===== config.mk =====
export PLATFORM = sky130hd
export DESIGN_NAME = conv_inst_sequencer
export DESIGN_NICKNAME = d
export VERILOG_FILES = /design/src/rtl/core_pkg.sv /design/src/rtl/psum_drain_ctrl.sv /design/src/rtl/conv_inst_sequencer.sv
export SDC_FILE = /design/constraint.sdc
export NUM_CORES = 1
export LEC_CHECK = 0
export ABC_AREA = 1
export BUFFER_PORTS_ARGS = -buffer_cell sky130_fd_sc_hd__buf_2
export CORE_MARGIN = 8
export CORE_UTILIZATION = 40
export CTS_CLUSTER_SIZE = 14
export DETAILED_ROUTE_END_ITERATION = 7
export PLACE_DENSITY = 0.62
export SYNTH_ARGS = -nofsm -noshare
export SYNTH_HDL_FRONTEND = slang
export SYNTH_SLANG_ARGS = --single-unit

===== constraint.sdc =====
create_clock -name clk -period 1.6 [get_ports clk]
set_input_delay 0.32 -clock clk [delete_from_list [all_inputs] [get_ports clk]]
set_output_delay 0.32 -clock clk [all_outputs]
set_load 0.01 [all_outputs]

===== src/rtl/core_pkg.sv =====
// Shared definitions for the core instruction bus and the convolution
// instruction sequencer: field positions, address types and FSM states.
package core_pkg;

    localparam int INST_W = 50;
    localparam int XA_W   = 11;
    localparam int PA_W   = 14;

    // Bit positions of the 50-bit core instruction word.
    localparam int B_ACC        = 49;
    localparam int B_CEN_PMEM   = 48;
    localparam int B_WEN_PMEM   = 47;
    localparam int B_A_PMEM_MSB = 46;
    localparam int B_A_PMEM_LSB = 33;
    localparam int B_CEN1       = 32;
    localparam int B_A1_MSB     = 31;
    localparam int B_A1_LSB     = 21;
    localparam int B_CEN0       = 20;
    localparam int B_WEN0       = 19;
    localparam int B_A0_MSB     = 18;
    localparam int B_A0_LSB     = 8;
    localparam int B_OFIFO_RD   = 7;
    localparam int B_IFIFO_WR   = 6;
    localparam int B_IFIFO_RD   = 5;
    localparam int B_L0_RD      = 4;
    localparam int B_L0_WR      = 3;
    localparam int B_MODE       = 2;
    localparam int B_EXECUTE    = 1;
    localparam int B_LOAD       = 0;

    typedef logic [XA_W-1:0] xaddr_t;
    typedef logic [PA_W-1:0] paddr_t;
    // One extra bit so a full 2^PA_W-row drain count is representable.
    typedef logic [PA_W:0]   dcnt_t;

    // xmem address of kernel position 0, weight row 0.
    localparam xaddr_t W_BASE = 11'h400;

    // Control triple carried through the delay line: {mode, execute, load}.
    localparam logic [2:0] CTL_NONE  = 3'b000;
    localparam logic [2:0] CTL_LOAD  = 3'b001;
    localparam logic [2:0] CTL_EXEC  = 3'b010;
    localparam logic [2:0] CTL_FLUSH = 3'b111;

    typedef enum logic [2:0] {
        S_IDLE       = 3'd0,
        S_LOAD       = 3'd1,
        S_EXEC       = 3'd2,
        S_FLUSH      = 3'd3,
        S_NEXT       = 3'd4,
        S_WAIT_DRAIN = 3'd5,
        S_DONE       = 3'd6
    } seq_state_t;

endpackage


===== src/rtl/psum_drain_ctrl.sv =====
// Drains complete psum rows from OFIFO into pmem at sequential addresses.
// The read strobe is combinational so no row beyond the expected count is
// ever popped.
module psum_drain_ctrl
    import core_pkg::*;
#(
    parameter int TOTAL = 9216
) (
    input  logic   clk,
    input  logic   reset,
    input  logic   clr,
    input  logic   en,
    input  logic   ofifo_valid,
    output logic   ofifo_rd,
    output logic   cen_pmem,
    output logic   wen_pmem,
    output paddr_t a_pmem,
    output dcnt_t  drain_cnt
);

    localparam dcnt_t TOTAL_C = dcnt_t'(TOTAL);

    dcnt_t  cnt_q, cnt_d;
    paddr_t wr_ptr_q, wr_ptr_d;
    logic   rd_s;

    // Decide whether a row moves this cycle and advance the counters.
    always_comb begin
        rd_s     = en && ofifo_valid && (cnt_q < TOTAL_C);
        cnt_d    = cnt_q;
        wr_ptr_d = wr_ptr_q;
        if (clr) begin
            cnt_d    = '0;
            wr_ptr_d = '0;
        end else if (rd_s) begin
            cnt_d    = cnt_q + dcnt_t'(1'b1);
            wr_ptr_d = wr_ptr_q + paddr_t'(1'b1);
        end else begin
            cnt_d    = cnt_q;
            wr_ptr_d = wr_ptr_q;
        end
    end

    // Drive the pmem write fields in the same cycle as the OFIFO pop.
    always_comb begin
        ofifo_rd = rd_s;
        if (rd_s) begin
            cen_pmem = 1'b0;
            wen_pmem = 1'b0;
            a_pmem   = wr_ptr_q;
        end else begin
            cen_pmem = 1'b1;
            wen_pmem = 1'b1;
            a_pmem   = '0;
        end
    end

    // Counter state.
    always_ff @(posedge clk) begin
        if (reset) begin
            cnt_q    <= '0;
            wr_ptr_q <= '0;
        end else begin
            cnt_q    <= cnt_d;
            wr_ptr_q <= wr_ptr_d;
        end
    end

    assign drain_cnt = cnt_q;

endmodule


===== src/rtl/conv_inst_sequencer.sv =====
// Instruction sequencer for one full convolution pass: per kernel position
// it loads col weight rows, executes len_nij activation rows and flushes,
// while psum rows are drained to pmem in parallel.
module conv_inst_sequencer
    import core_pkg::*;
#(
    parameter int COL     = 8,
    parameter int LEN_NIJ = 1024,
    parameter int LEN_KIJ = 9
) (
    input  logic              clk,
    input  logic              reset,
    input  logic              start,
    input  logic              l0_ready,
    input  logic              ofifo_valid,
    output logic [INST_W-1:0] inst,
    output logic              busy,
    output logic              done
);

    localparam int T_W = (LEN_NIJ > COL) ? $clog2(LEN_NIJ) : $clog2(COL);
    localparam int K_W = $clog2(LEN_KIJ + 1);

    typedef logic [T_W-1:0] t_cnt_t;
    typedef logic [K_W-1:0] kij_t;

    localparam t_cnt_t COL_LAST = t_cnt_t'(COL - 1);
    localparam t_cnt_t NIJ_LAST = t_cnt_t'(LEN_NIJ - 1);
    localparam dcnt_t  TOTAL_C  = dcnt_t'(LEN_NIJ * LEN_KIJ);

    seq_state_t  state_q, state_d;
    kij_t        kij_q, kij_d, kij_inc_s;
    t_cnt_t      t_q, t_d;
    logic        cen0_q, cen0_d;
    xaddr_t      a0_q, a0_d, ld_addr_s;
    logic [2:0]  ctl_p0_q, ctl_p0_d, ctl_p1_q, ctl_p1_d, ctl_p2_q, ctl_p2_d;
    logic        l0_wr_q, l0_wr_d, l0_rd_q, l0_rd_d;
    logic        busy_q, busy_d, done_q, done_d;
    logic        start_acc_s;
    logic        ofifo_rd_s, cen_pmem_s, wen_pmem_s;
    paddr_t      a_pmem_s;
    dcnt_t       drain_cnt_s;
    logic [INST_W-1:0] inst_s;

    assign ld_addr_s = W_BASE + xaddr_t'(kij_q) * xaddr_t'(COL) + xaddr_t'(t_q);
    assign kij_inc_s = kij_q + kij_t'(1'b1);

    // Next-state logic and xmem read issue for the current state.
    always_comb begin
        state_d     = state_q;
        kij_d       = kij_q;
        t_d         = t_q;
        cen0_d      = 1'b1;
        a0_d        = '0;
        ctl_p0_d    = CTL_NONE;
        start_acc_s = 1'b0;
        case (state_q)
            S_IDLE: begin
                if (start) begin
                    start_acc_s = 1'b1;
                    kij_d       = '0;
                    t_d         = '0;
                    state_d     = S_LOAD;
                end else begin
                    state_d = S_IDLE;
                end
            end
            S_LOAD: begin
                if (l0_ready) begin
                    cen0_d   = 1'b0;
                    a0_d     = ld_addr_s;
                    ctl_p0_d = CTL_LOAD;
                    if (t_q == COL_LAST) begin
                        t_d     = '0;
                        state_d = S_EXEC;
                    end else begin
                        t_d = t_q + t_cnt_t'(1'b1);
                    end
                end else begin
                    t_d = t_q;
                end
            end
            S_EXEC: begin
                if (l0_ready) begin
                    cen0_d   = 1'b0;
                    a0_d     = xaddr_t'(t_q);
                    ctl_p0_d = CTL_EXEC;
                    if (t_q == NIJ_LAST) begin
                        t_d     = '0;
                        state_d = S_FLUSH;
                    end else begin
                        t_d = t_q + t_cnt_t'(1'b1);
                    end
                end else begin
                    t_d = t_q;
                end
            end
            S_FLUSH: begin
                ctl_p0_d = CTL_FLUSH;
                state_d  = S_NEXT;
            end
            S_NEXT: begin
                kij_d = kij_inc_s;
                if (int'(kij_inc_s) < LEN_KIJ) begin
                    state_d = S_LOAD;
                end else begin
                    state_d = S_WAIT_DRAIN;
                end
            end
            S_WAIT_DRAIN: begin
                if (drain_cnt_s == TOTAL_C) begin
                    state_d = S_DONE;
                end else begin
                    state_d = S_WAIT_DRAIN;
                end
            end
            S_DONE: begin
                state_d = S_IDLE;
            end
            default: begin
                state_d = S_IDLE;
            end
        endcase
        busy_d = (state_d != S_IDLE) && (state_d != S_DONE);
        done_d = (state_d == S_DONE);
    end

    // L0 strobes and the two-stage control delay behind the read fields.
    always_comb begin
        l0_wr_d  = ~cen0_q;
        l0_rd_d  = l0_wr_q;
        ctl_p1_d = ctl_p0_q;
        ctl_p2_d = ctl_p1_q;
    end

    // Sequencer and instruction pipeline registers.
    always_ff @(posedge clk) begin
        if (reset) begin
            state_q  <= S_IDLE;
            kij_q    <= '0;
            t_q      <= '0;
            cen0_q   <= 1'b1;
            a0_q     <= '0;
            ctl_p0_q <= CTL_NONE;
            ctl_p1_q <= CTL_NONE;
            ctl_p2_q <= CTL_NONE;
            l0_wr_q  <= 1'b0;
            l0_rd_q  <= 1'b0;
            busy_q   <= 1'b0;
            done_q   <= 1'b0;
        end else begin
            state_q  <= state_d;
            kij_q    <= kij_d;
            t_q      <= t_d;
            cen0_q   <= cen0_d;
            a0_q     <= a0_d;
            ctl_p0_q <= ctl_p0_d;
            ctl_p1_q <= ctl_p1_d;
            ctl_p2_q <= ctl_p2_d;
            l0_wr_q  <= l0_wr_d;
            l0_rd_q  <= l0_rd_d;
            busy_q   <= busy_d;
            done_q   <= done_d;
        end
    end

    psum_drain_ctrl #(
        .TOTAL (LEN_NIJ * LEN_KIJ)
    ) u_drain (
        .clk         (clk),
        .reset       (reset),
        .clr         (start_acc_s),
        .en          (busy_q),
        .ofifo_valid (ofifo_valid),
        .ofifo_rd    (ofifo_rd_s),
        .cen_pmem    (cen_pmem_s),
        .wen_pmem    (wen_pmem_s),
        .a_pmem      (a_pmem_s),
        .drain_cnt   (drain_cnt_s)
    );

    // Assemble the instruction word; unused fields stay at their fixed values.
    always_comb begin
        inst_s                             = '0;
        inst_s[B_ACC]                      = 1'b0;
        inst_s[B_CEN1]                     = 1'b1;
        inst_s[B_WEN0]                     = 1'b1;
        inst_s[B_CEN0]                     = cen0_q;
        inst_s[B_A0_MSB:B_A0_LSB]          = a0_q;
        inst_s[B_L0_WR]                    = l0_wr_q;
        inst_s[B_L0_RD]                    = l0_rd_q;
        inst_s[B_MODE:B_LOAD]              = ctl_p2_q;
        inst_s[B_OFIFO_RD]                 = ofifo_rd_s;
        inst_s[B_CEN_PMEM]                 = cen_pmem_s;
        inst_s[B_WEN_PMEM]                 = wen_pmem_s;
        inst_s[B_A_PMEM_MSB:B_A_PMEM_LSB]  = a_pmem_s;
    end

    assign inst = inst_s;
    assign busy = busy_q;
    assign done = done_q;

endmodule


---- After elaboration in Yosys (flattened, before gate mapping) ----
Index checks and enable logic that the tools add are counted.
storage, ports and cells
  register bits after elaboration ......... 71
  input port bits ......................... 5
  output and inout bits ................... 52
  word-level logic and storage cells ...... 76
cells by class
  $add $sub $neg .......................... 6
  order comparisons ....................... 2
  equal/unequal tests ..................... 13
  mux-type cells .......................... 27
  bitwise gates (word level) .............. 2
  reductions and logical operators ........ 12
operator list
  cell                                                                            number
  10-bit two-way mux                                                              6
  10-bit case mux with 3 select lines                                             1
  11-bit case mux with 2 select lines                                             1
  3-bit case mux with 6 select lines                                              1
  15-bit by 1-bit adder with 15-bit output, second input constant                 1
  15-bit by 14-bit equality test with 1-bit output, second input constant         1
  15-bit by 14-bit less-than comparator with 1-bit output, second input constant  1
  3-bit two-way mux                                                               5
  14-bit by 1-bit adder with 14-bit output, second input constant                 1
  14-bit two-way mux                                                              1
  11-bit by 10-bit adder with 11-bit output                                       1
  11-bit by 7-bit adder with 11-bit output, first input constant                  1
  11-bit two-way mux                                                              1
  10-bit by 1-bit adder with 10-bit output, second input constant                 1
  10-bit equality test, second input constant                                     1
  10-bit by 3-bit equality test with 1-bit output, second input constant          1
  3-bit equality test, second input constant                                      3
  3-bit case mux with 3 select lines                                              1
  4-bit case mux with 2 select lines                                              1
  3-bit by 2-bit equality test with 1-bit output, second input constant           2
  1-bit two-way mux                                                               6
  2-bit != test, second input constant                                            3
  3-bit nonzero test                                                              2
  2-bit OR reduction                                                              3
  other kinds (12)                                                                16

---- Logic depth before layout (Yosys ltp) ----
Gate-level depths: netlist of the first run.
  depth after elaboration ................. 6
  depth in mapped cells ................... 11
  gate-level depth less buffers ........... 11

---- By module ----
Synthesis of the first run repeated with hierarchy kept, for this count alone.
second synthesis, totals
  cells, all modules ...................... 580
  area, all modules ....................... 3962.6 µm²
by module, submodules not included
  module               instances  cells each  area an instance (µm²)  seq. area each (µm²)
  conv_inst_sequencer  1          306         2194.6                  840.8
  psum_drain_ctrl      1          274         1767.9                  580.6

---- Worst setup path after synthesis of the first run ----
Ideal clock, no wire load.
  path type ............................... register to register
  start ................................... register kij_q[0]
  end ..................................... register a0_q[9]
  library setup time ...................... 0.118 ns
  arrival ................................. 1.592 ns
  data required time ...................... 1.482 ns
  setup slack ............................. -0.110 ns
  cell stages (with the launch flop) ...... 9
  path buffers ............................ 0
  clock period less this slack ............ 1.710 ns
  cells stage by stage .................... dfxtp_1 -> ha_1 -> inv_1 -> fa_1 -> o21ai_0 -> nand2_1 -> nand2_1 -> nand3_1 -> nor3b_1
on the way
  longest elaborated chain between the ends .. 4
ends and longest elaborated chain
  item                                       RTL line                    source
  start: declaration                         conv_inst_sequencer.sv:32   kij_t kij_q, kij_d, kij_inc_s;
  start signal: assignment                   conv_inst_sequencer.sv:153  kij_q <= kij_d;
  11-bit by 7-bit adder with 11-bit output   conv_inst_sequencer.sv:45   assign ld_addr_s = W_BASE + xaddr_t'(kij_q) * xaddr_t'(COL) + xaddr_t'(t_q);
  11-bit by 10-bit adder with 11-bit output  conv_inst_sequencer.sv:45
  11-bit two-way mux                         conv_inst_sequencer.sv:69   if (l0_ready) begin
  11-bit case mux with 2 select lines        conv_inst_sequencer.sv:57   case (state_q)
  end signal: assignment                     conv_inst_sequencer.sv:143  a0_q <= '0;
  end signal: assignment                     conv_inst_sequencer.sv:156  a0_q <= a0_d;
  end: declaration                           conv_inst_sequencer.sv:35   xaddr_t a0_q, a0_d, ld_addr_s;
No other way between the ends.
A chain may end at the register's enable or synchronous reset.

---- Final worst setup path of the first run ----
  start ................................... register u_drain.cnt_q[12], in the netlist u_drain.drain_cnt[12]
  end ..................................... output port inst[35]
on the way
  longest elaborated chain between the ends .. 3
ends and longest elaborated chain
  item                                                     RTL line                   source
  start: declaration                                       psum_drain_ctrl.sv:23      dcnt_t cnt_q, cnt_d;
  start signal: assignment                                 psum_drain_ctrl.sv:64      cnt_q <= cnt_d;
  15-bit by 14-bit less-than comparator with 1-bit output  psum_drain_ctrl.sv:29      rd_s = en && ofifo_valid && (cnt_q < TOTAL_C);
  1-bit logical AND                                        psum_drain_ctrl.sv:29
  14-bit two-way mux                                       psum_drain_ctrl.sv:47      if (rd_s) begin
  end: declaration                                         conv_inst_sequencer.sv:16  output logic [INST_W-1:0] inst,
No other way between the ends.

==> impl_metrics.csv, run 1 <==
group,metric,value,unit
layout,final_net_count,634,
sta,hold_ws,312,ps
setup_path,critPathMaxStageDelay,330,ps
global_routing,grt_pass1_vias,3433,
floorplan,ios,57,
clock_network,clock-sinks,71,
setup_path,arrival,1370,ps
placed_design,numPortBuffers,40,
floorplan,die_area,13000,sq um
drt,drt-wirelength-per-cell,12.5,um
floorplan,core_area,9280,sq um
logic_synthesis,synth_edf_count,0,
sta,hold_viol_final,0,
drt,ant_nets,0,
sta,finalCriticalPeriod,1690,ps
logic_synthesis,async_reset_ff_share,0,%
sta,maxClockFrequency,592,MHz
placed_design,dp_hpwl,6770,um
setup_path,end_kind,"primary output",
job,maxCapViolations,0,
placed_design,placed_cell_area,4210,sq um
sta,rsz0062_at_grt,"yes",
outcome,failed_checks,"negative setup slack",
setup_path,crit_slowest_cell,"dfxtp_2",
setup_path,reg2reg_setup_slack,50,ps
drt,route.detailed.drc,0,
drt,via_per_inst,4.70,
setup_path,r2r_start,"t_q[3]",
clock_network,numCtsBuffers,9,
logic_synthesis,yosys_warnings,0,
clock_network,path_clk_slew,70,ps
logic_synthesis,synth_cell_types,44,
outcome,status,"finished with violations",
clock_network,cts_hold_buf,0,
clock_network,cts_tree,"done",
setup_path,critPathMaxFanout,7,
setup_path,r2r_end,"a0_q[9]",
pwr,vdd.ir_drop.worst,0.368,mV
layout,final-seq-area,1430,sq um
setup_path,cp_top_family,"simple AND/OR/NAND/NOR gates",
drt,drt_iter0_drc,207,
setup_path,worstSetupStartpointType,"register",
pwr,power_leakage,2.09,nW
floorplan,die_h,114,um
layout,drive_gt1_share,26.3,%
global_routing,grt_max_degree,22,
sta,fin_crit_sh,106,%
clock_network,cts_max_level,3,
logic_synthesis,syn_inst,548,
floorplan,start_util,41.4,%
setup_path,worst_ep_required_time,1280,ps
layout,design_area,4840,sq um
logic_synthesis,seq_area_frac_synth,37.0,%
worst_hold_path,hold_end,"u_drain.drain_cnt[14]",
sta,maxSlewViolCount,0,
clock_network,root_buffer,"clkbuf_8",
global_routing,grt_util_all_layers,14.5,%
logic_synthesis,avgSynthCellArea,7.01,sq um
setup_path,critical_path_class,"reg2out",
floorplan,dieWidth,114,um
sta,setup_viol,14,
sta,layout_setup_ws,-88.9,ps
drt,dr.pass1.iters,4,
layout,fillers,903,
layout,layout_common_cells,"118 x nand2_1, 67 x nor2_1, 64 x dfxtp_1",
layout,multiInputGateArea,2120,sq um
layout,area_delta_synth_final,25.9,%
clock_network,cts_buffer_depth,2,
setup_path,cp_cell_sequence,"inv_2 > nand3_2 > nand2_4 > nand2_8 > buf_12 > nor2_4 > buf_6",
pwr,finalPower,3.90,mW
clock_network,clock_latency,330,ps
logic_synthesis,synth_seq_cells,71,
pwr,power_density,805,nW/um^2
setup_path,crit_buf_inv,3,
global_routing,grt_overflow,0,
placed_design,gp_congestion,0.834,
worst_hold_path,hold_path_class,"in2reg",
layout,layout_commonest_cell,"nand2_1",
setup_path,reg2regPathDepth,8,
sta,fin_skew,3.52,ps
worst_hold_path,hp-start,"reset",
global_routing,grt_antenna_before_repair,0,
global_routing,grt_pass1_wl,15500,um
logic_synthesis,synth_flop_cell,"dfxtp_1",
floorplan,row_count,35,
logic_synthesis,synth.cell_area,3840,sq um
placed_design,pre_cts_ws,-32.2,ps
worst_hold_path,min_path_cells,4,
drt,vias,3537,
layout,diodes,0,
drt,wirelength,9360,um
cells in the mapped netlist (all sizes together), types with 3 or more instances:
master	count	share of area (%)
inv	71	6.9
nand3	39	5.7
nor3b	3	0.72
dfxtp	71	37
nor2	90	9.8
xor2	8	1.8
o21bai	3	0.98
a21oi	33	4.5
nand2	127	13
buf	30	5.6
ha	10	3.3
o21ai	17	2.3
nor3	16	2.5
nand4	10	1.6
area by class of cell:
| type | count | share of cell area [%] |
|---|---|---|
| clock buffer | 14 | 3.78 |
| sequential | 71 | 29.6 |
| clock inverter | 2 | 1.24 |
| multi-input combinational | 387 | 43.8 |
| inverter | 72 | 6.10 |
| tap | 129 | 3.34 |
| timing repair buffer | 77 | 12.2 |
worst min-delay path, cell delays in order:
cell     delay [ps]
buf_2            90
inv_1            40
nand2_1         110
nor2_1           50
power by group:
part	internal, mW	switching [mW]	total [mW]
Combinational	0.147	0.242	0.389
Clock	1.05	0.650	1.70
Sequential	1.79	0.0186	1.81
Total	2.99	0.911	3.90
metrics by stage:
stage,cells,utilization (%),TNS [ps]
floorplan,562,-,0
global placement,720,45.3,0
detailed placement,720,45.3,-32.2
CTS,746,50.4,-1530
global route,752,52.1,-2110
finish,752,52.1,-965
kinds of logic (layout without fill, tap and decap cells):
family | after synthesis | after routing | share of synthesized area, %
simple gates | 289 | 289 | 34.3
buf+inv | 104 | 165 | 13.1
flops | 71 | 71 | 37.0
compound gates | 61 | 61 | 9.31
fa+ha+maj | 11 | 11 | 3.78
xor+xnor | 10 | 10 | 2.28
other cells | 2 | 16 | 0.195
worst max-delay path by stage:
| stage | from | end | slack, ps | depth (start not counted) |
|---|---|---|---|---|
| 2_1_floorplan | t_q[3] | a0_q[9] | 5 | 8 |
| 3_3_place_gp | t_q[3] | a0_q[9] | 20 | 8 |
| 3_5_place_dp | t_q[3] | a0_q[9] | -30 | 8 |
| 4_1_cts | u_drain.drain_cnt[14] | inst[38] | -120 | 6 |
| 5_1_grt | u_drain.drain_cnt[12] | inst[35] | -150 | 7 |
| 6_report | u_drain.drain_cnt[12] | inst[35] | -90 | 7 |
layer usage:
metal	vias to the layer above	GRT usage, %	routed length, um
met5	-	0	0
met4	0	4.26	62
met3	8	3.65	515
met2	93	25.6	4600
met1	1590	17.0	4180
li1	1846	-	-
state kept, by name (all words and copies together), names as in the netlist:
register	cells
u_drain.wr_ptr_q	14
ctl_p0_q	3
busy	1
t_q	10
cen0_q	1
state_q	3
l0_rd_q	1
ctl_p1_q	3
u_drain.drain_cnt	15
done	1
l0_rd_d	1
a0_q	11
ctl_p2_q	3
kij_q	4
what timing repair did:
action,CTS,global route
pin swaps,4,9
gates cloned,2,0
resized for setup,33,32
buffers inserted,8,7
endpoints found under the setup margin,19,36
Note: power is estimated with default switching activity, not from simulation.
==> run 2: changes to the inputs <==
ABC_AREA = 0   (was 1)
==> run 2 against run 1 <==
The flow still finishes with violations (negative setup slack). Core utilization rose by 4.7 points. Via count shrank 10%. Worst hold slack improved by 14 ps. Largest cell class unchanged. Design area rose by 1.9%. Sequential power is essentially flat. Combinational power down 16%. Setup slack got worse by 160 ps. Critical endpoint is now state_q[0]. Global-route usage down 0.27 points.
==> impl_metrics.csv, run 2 <==
group,metric,value,unit
drt,drt-wirelength-per-cell,14.4,um
logic_synthesis,synth_cell_types,61,
logic_synthesis,synth_top_area_share,39.8,%
logic_synthesis,synth_flop_cell,"dfxtp_1",
floorplan,die_area,12200,sq um
sta,fin_crit_sh,116,%
global_routing,grt_pass1_vias,3106,
layout,area_delta_synth_final,38.0,%
worst_hold_path,hold_path_class,"in2reg",
outcome,status,"finished with violations",
pwr,vdd.ir_drop.worst,0.482,mV
setup_path,crit_buf_inv,2,
drt,route.detailed.drc,0,
drt,via_per_inst,5.05,
pwr,intPower,2.90,mW
drt,drt_iter0_drc,94,
floorplan,ios,57,
drt,wirelength,9090,um
placed_design,pre_cts_ws,-117,ps
setup_path,cp_cell_sequence,"or4_4 > buf_6 > nor3_4 > nand3_2 > a221oi_2 > buf_4 > nor2_2",
sta,finalCriticalPeriod,1850,ps
setup_path,critPathMaxStageDelay,550,ps
drt,dr.pass1.iters,4,
logic_synthesis,synth_area_leader_cell,"dfxtp_1",
setup_path,r2r_start,"t_q[4]",
pwr,power_density,769,nW/um^2
logic_synthesis,yosysMostFrequentCell,"dfxtp_1",
setup_path,end_kind,"register",
floorplan,row_count,34,
logic_synthesis,synth_edf_count,0,
pwr,sequentialPowerShare,47.2,%
layout,layout_common_cells,"75 x buf_4, 63 x dfxtp_1, 41 x nor2_1",
logic_synthesis,synth.cell_area,3570,sq um
logic_synthesis,async_reset_ff_share,0,%
floorplan,die_h,110,um
setup_path,cp-startpoint,"t_q[4]",
placed_design,gp_congestion,0.874,
logic_synthesis,synth.area.top_cells,"dfxtp_1 40%, nor2_1 5.2%, buf_4 5.0%",
placed_design,numPortBuffers,40,
sta,setup_viol,35,
setup_path,worstSetupStartpointType,"register",
sta,finalSetupTns,-5330,ps
sta,maxClockFrequency,540,MHz
setup_path,critical_path_class,"reg2reg",
placed_design,dp_hpwl,6240,um
setup_path,worst_ep_required_time,1840,ps
logic_synthesis,syn_inst,410,
layout,diodes,0,
global_routing,grt_util_all_layers,14.3,%
global_routing,grt_pass1_wl,14800,um
clock_network,clock-sinks,71,
job,maxCapViolations,0,
logic_synthesis,seq_area_frac_synth,39.8,%
pwr,power_leakage,2.09,nW
clock_network,cts_buffer_depth,2,
layout,drive_gt1_share,39.7,%
pwr,power_frac_clock,44.1,%
sta,rsz0062_at_grt,"yes",
sta,layout_setup_ws,-252,ps
layout,final_net_count,533,
pwr,switching_share,23.5,%
floorplan,core_area,8680,sq um
clock_network,root_buffer,"clkbuf_8",
setup_path,critPathMaxFanout,3,
drt,ant_nets,0,
clock_network,cts_max_level,3,
setup_path,arrival,2100,ps
logic_synthesis,ys_top_cells_by_count,"71 x dfxtp_1, 49 x nor2_1, 24 x and3_1, 24 x buf_4",
pwr,p_switching,0.889,mW
layout,largest_reg_flops,15,
sta,maxSlewViolCount,0,
global_routing,grt_antenna_before_repair,0,
sta,fin_skew,11.9,ps
outcome,failed_checks,"negative setup slack",
pwr,comb_power_share,8.7,%
setup_path,crit_slowest_cell,"or4_4",
setup_path,cp_top_family,"simple AND/OR/NAND/NOR gates",
worst_hold_path,hp-start,"reset",
global_routing,grt_max_degree,30,
sta,hold_viol_final,0,
clock_network,cts_tree,"done",
clock_network,path_clk_slew,80,ps
global_routing,grt_overflow,0,
floorplan,start_util,41.1,%
logic_synthesis,synth_seq_cells,71,
floorplan,dieWidth,110,um
drt,vias,3184,
logic_synthesis,yosys_warnings,0,
layout,layout_commonest_cell,"buf_4",
clock_network,numCtsBuffers,9,
logic_synthesis,avgSynthCellArea,8.71,sq um
clock_network,clock_latency,350,ps
-- run 2: cell types whose count changed in the layout (fill, tap and decap cells not counted), moves of 6 or more --
cell | before | now
or3_1 | 0 | 6
nor2b_1 | 0 | 8
and3_1 | 1 | 21
a21oi_1 | 30 | 11
nor2_4 | 10 | 0
inv_2 | 11 | 1
nand2_1 | 118 | 18
xnor2_1 | 2 | 17
buf_4 | 33 | 75
inv_1 | 59 | 9
nand3_1 | 34 | 14
nor2_1 | 67 | 41
xor2_1 | 8 | 14
nor3_1 | 13 | 7
-- run 2: cells by family after synthesis --
logic type / after synthesis / synth area share (%)
xor+xnor: 32 / 7.85
other cells: 2 / 0.210
flops: 71 / 39.8
compound gates: 59 / 11.8
buf+inv: 55 / 8.69
simple gates: 179 / 27.3
fa+ha+maj: 11 / 4.06
mux: 1 / 0.280
-- run 2: final timing paths --
check | slack, ps | to | depth (start not counted)
setup reg to reg | -250 | state_q[0] | 7
hold / removal | 330 | kij_q[2] | 2
hold reg to reg | 420 | l0_rd_d | 1
setup / recovery | -250 | state_q[0] | 7
-- run 2: timing repair --
item	CTS	global route
endpoints found under the hold margin	0	0
gates resized for setup	34	38
endpoints found under the setup margin	33	47
pin swaps	14	21
cloned	2	0
hold buffers	0	0
setup buffers	11	6
-- run 2: cell type report --
type / instances / area [sq um]
Multi-Input combinational cell: 298 / 2120
Clock buffer: 12 / 155
Clock inverter: 4 / 77.6
Fill cell: 774 / 3750
Sequential cell: 71 / 1440
Inverter: 11 / 46.3
Tap cell: 108 / 135
Timing Repair Buffer: 126 / 958
-- run 2: routing by layer --
| layer | wire (um) | GRT usage (%) | vias up |
|---|---|---|---|
| met5 | 0 | 0 | - |
| met4 | 161 | 5.50 | 0 |
| met3 | 439 | 3.68 | 15 |
| met2 | 4380 | 23.1 | 64 |
| met1 | 4100 | 17.6 | 1497 |
| li1 | - | - | 1608 |
-- run 2: worst reg2reg max path, stage by stage (launching register included) --
cell and delay, ps:
dfxtp_2 330, or4_4 550, buf_6 140, nor3_4 150
nand3_2 90, a221oi_2 310, buf_4 170, nor2_2 30
-- run 2: power groups by stage --
stage | combinational (mW) | sequential (mW) | clock [mW]
after floorplan | 0.180 | 1.83 | 0
after global placement | 0.264 | 1.83 | 0
after detailed placement | 0.267 | 1.83 | 0
after CTS | 0.312 | 1.79 | 1.70
after global routing | 0.354 | 1.79 | 1.77
final | 0.328 | 1.79 | 1.67
-- run 2: through the flow --
stage / power, mW / instance area (sq um) / util, % / instances / hold slack, ps
after floorplan: 2.01 / 3660 / - / 424 / 394
after global placement: 2.09 / 4280 / 49.3 / 597 / 401
after detailed placement: 2.10 / 4280 / 49.3 / 597 / 403
after CTS: 3.80 / 4740 / 54.7 / 625 / 304
after global routing: 3.92 / 4930 / 56.8 / 630 / 321
final: 3.79 / 4930 / 56.8 / 630 / 326
==> run 3: changes to the inputs <==
GPL_TIMING_DRIVEN = 0   (was unset)
TNS_END_PERCENT = 10   (was unset)
==> run 3 against run 2 <==
The flow still finishes with violations (negative setup slack). Register-to-register slack improved by 70 ps. Clock-buffer cell count decreased by 1. Combinational power decreased by 20%. Setup slack improved by 5.1 ps. Sequential power about the same. Sequential share of layout area increased by 2.9 points. Power increased by 1.9%. Clock power increased by 8%. Die area unchanged.
==> impl_metrics.csv, run 3 (synthesized netlist as in run 2, its figures left out) <==
group,metric,value,unit
layout,area_delta_synth_final,27.1,%
global_routing,grt_max_degree,13,
layout,layout_common_cells,"56 x dfxtp_1, 47 x nor2_1, 40 x buf_2",
setup_path,arrival,1530,ps
drt,drt_iter0_drc,106,
sta,maxClockFrequency,541,MHz
layout,design_area,4540,sq um
drt,via_per_inst,5.03,
sta,fin_skew,8.63,ps
pwr,vdd.ir_drop.worst,0.433,mV
layout,diodes,0,
drt,wirelength,8030,um
sta,fin_crit_sh,115,%
clock_network,clock-sinks,71,
sta,finalSetupTns,-6010,ps
outcome,failed_checks,"negative setup slack",
placed_design,dp_cells,572,
placed_design,numPortBuffers,40,
sta,finalCriticalPeriod,1850,ps
worst_hold_path,hold_path_class,"in2reg",
setup_path,reg2reg_setup_slack,-180,ps
layout,layout_commonest_cell,"dfxtp_1",
floorplan,ios,57,
sta,slew_headroom,64.8,%
pwr,comb_power_share,6.8,%
setup_path,r2r_start,"t_q[4]",
sta,hold_viol_final,0,
worst_hold_path,hold_end,"ctl_p0_q[1]",
pwr,power_leakage,1.88,nW
drt,route.detailed.drc,0,
setup_path,critical_path_class,"reg2out",
floorplan,row_count,34,
drt,dr.pass1.iters,4,
layout,largest_reg_flops,15,
pwr,sequentialPowerShare,46.4,%
clock_network,cts_buffer_depth,2,
sta,setup_viol,36,
layout,drive_gt1_share,32.1,%
worst_hold_path,min_path_cells,3,
setup_path,r2r_end,"busy",
global_routing,grt_pass1_vias,2776,
job,maxCapViolations,0,
setup_path,critPathMaxStageDelay,370,ps
drt,vias,2986,
pwr,intPower,3.00,mW
placed_design,gp_congestion,0.806,
sta,maxSlewViolCount,0,
global_routing,grt_pass1_wl,13500,um
floorplan,die_h,110,um
setup_path,cp_cell_sequence,"and3b_2 > buf_4 > and3_1 > buf_2",
floorplan,core_area,8680,sq um
setup_path,end_kind,"primary output",
clock_network,numCtsBuffers,9,
pwr,power_density,850,nW/um^2
setup_path,crit_buf_inv,2,
global_routing,grt_util_all_layers,13.0,%
outcome,status,"finished with violations",
worst_hold_path,hp-start,"reset",
setup_path,cp-startpoint,"busy",
setup_path,worst_ep_required_time,1280,ps
setup_path,crit_slowest_cell,"dfxtp_1",
global_routing,grt_overflow,0,
setup_path,critPathMaxFanout,10,
drt,drt-wirelength-per-cell,13.5,um
global_routing,grt_antenna_before_repair,0,
clock_network,cts_hold_buf,0,
layout,final_util,52.3,%
clock_network,cts_max_level,3,
setup_path,worstSetupStartpointType,"register",
clock_network,clock_latency,350,ps
layout,final_net_count,497,
sta,tightest_slew,522,ps
clock_network,root_buffer,"clkbuf_8",
drt,ant_nets,0,
placed_design,dp_hpwl,5690,um
floorplan,die_area,12200,sq um
sta,layout_setup_ws,-247,ps
floorplan,dieWidth,110,um
pwr,power_frac_clock,46.8,%
pwr,p_switching,0.853,mW
placed_design,pre_cts_ws,-401,ps
placed_design,placed_cell_area,3990,sq um
sta,rsz0062_at_grt,"yes",
layout,instances_no_fill,594,
clock_network,path_clk_slew,70,ps
floorplan,start_util,41.1,%
setup_path,reg2regPathDepth,6,
pwr,switching_share,22.1,%
setup_path,cp_top_family,"simple AND/OR/NAND/NOR gates",
clock_network,cts_tree,"done",
==> run 3: cell count changes in the layout (fill, tap and decap cells not counted), moves of 4 or more <==
cell,before,now
nor2_2,8,2
dfxtp_2,6,10
buf_2,34,40
dfxtp_1,63,56
a21oi_2,6,2
clkbuf_2,0,4
buf_4,75,32
buf_6,14,8
nor2_1,41,47
a21oi_1,11,16
==> run 3: power groups by stage <==
stage               logic (mW)  registers (mW)  clock network (mW)
floorplan                0.177            1.83                   0
global placement         0.233            1.83                   0
detailed placement       0.236            1.84                   0
CTS                      0.251            1.80                1.84
global route             0.289            1.79                1.91
finish                   0.262            1.79                1.81
==> run 3: per-stage QoR <==
stage	total power [mW]	hold slack, ps
floorplan	2.01	394
global placement	2.07	407
detailed placement	2.07	420
CTS	3.89	335
global route	3.99	360
finish	3.86	360
==> run 3: cell type report <==
| class | count | area, sq um |
|---|---|---|
| Clock buffer | 11 | 151 |
| Inverter | 11 | 48.8 |
| Clock inverter | 5 | 104 |
| Multi-Input combinational cell | 298 | 2060 |
| Buffer | 40 | 287 |
| Fill cell | 815 | 4140 |
| Timing Repair Buffer | 50 | 302 |
| Tap cell | 108 | 135 |
| Sequential cell | 71 | 1450 |
==> run 3: metal layers <==
| metal | vias to the layer above | track usage (%) | share of wire, % |
|---|---|---|---|
| met5 | - | 0 | 0 |
| met4 | 0 | 5.95 | 1.6 |
| met3 | 11 | 3.63 | 4.7 |
| met2 | 55 | 19.7 | 46 |
| met1 | 1384 | 16.8 | 47 |
| li1 | 1536 | - | - |
==> run 3: worst max-delay path by stage <==
stage / cells past startpoint / endpoint
finish: 4 / inst[37]
global route: 4 / inst[44]
CTS: 5 / inst[43]
detailed placement: 5 / u_drain.wr_ptr_q[11]
global placement: 5 / u_drain.drain_cnt[0]
floorplan: 6 / busy
==> run 3: repair_timing <==
| item | CTS | global route |
|---|---|---|
| pin swaps | 6 | 15 |
| setup buffers | 5 | 5 |
| endpoints found under the setup margin | 65 | 50 |
| gates resized for setup | 39 | 35 |
==> run 3: worst min-delay path, stage by stage <==
cell,delay (ps)
buf_2,130
nor2_1,90
o211a_1,130
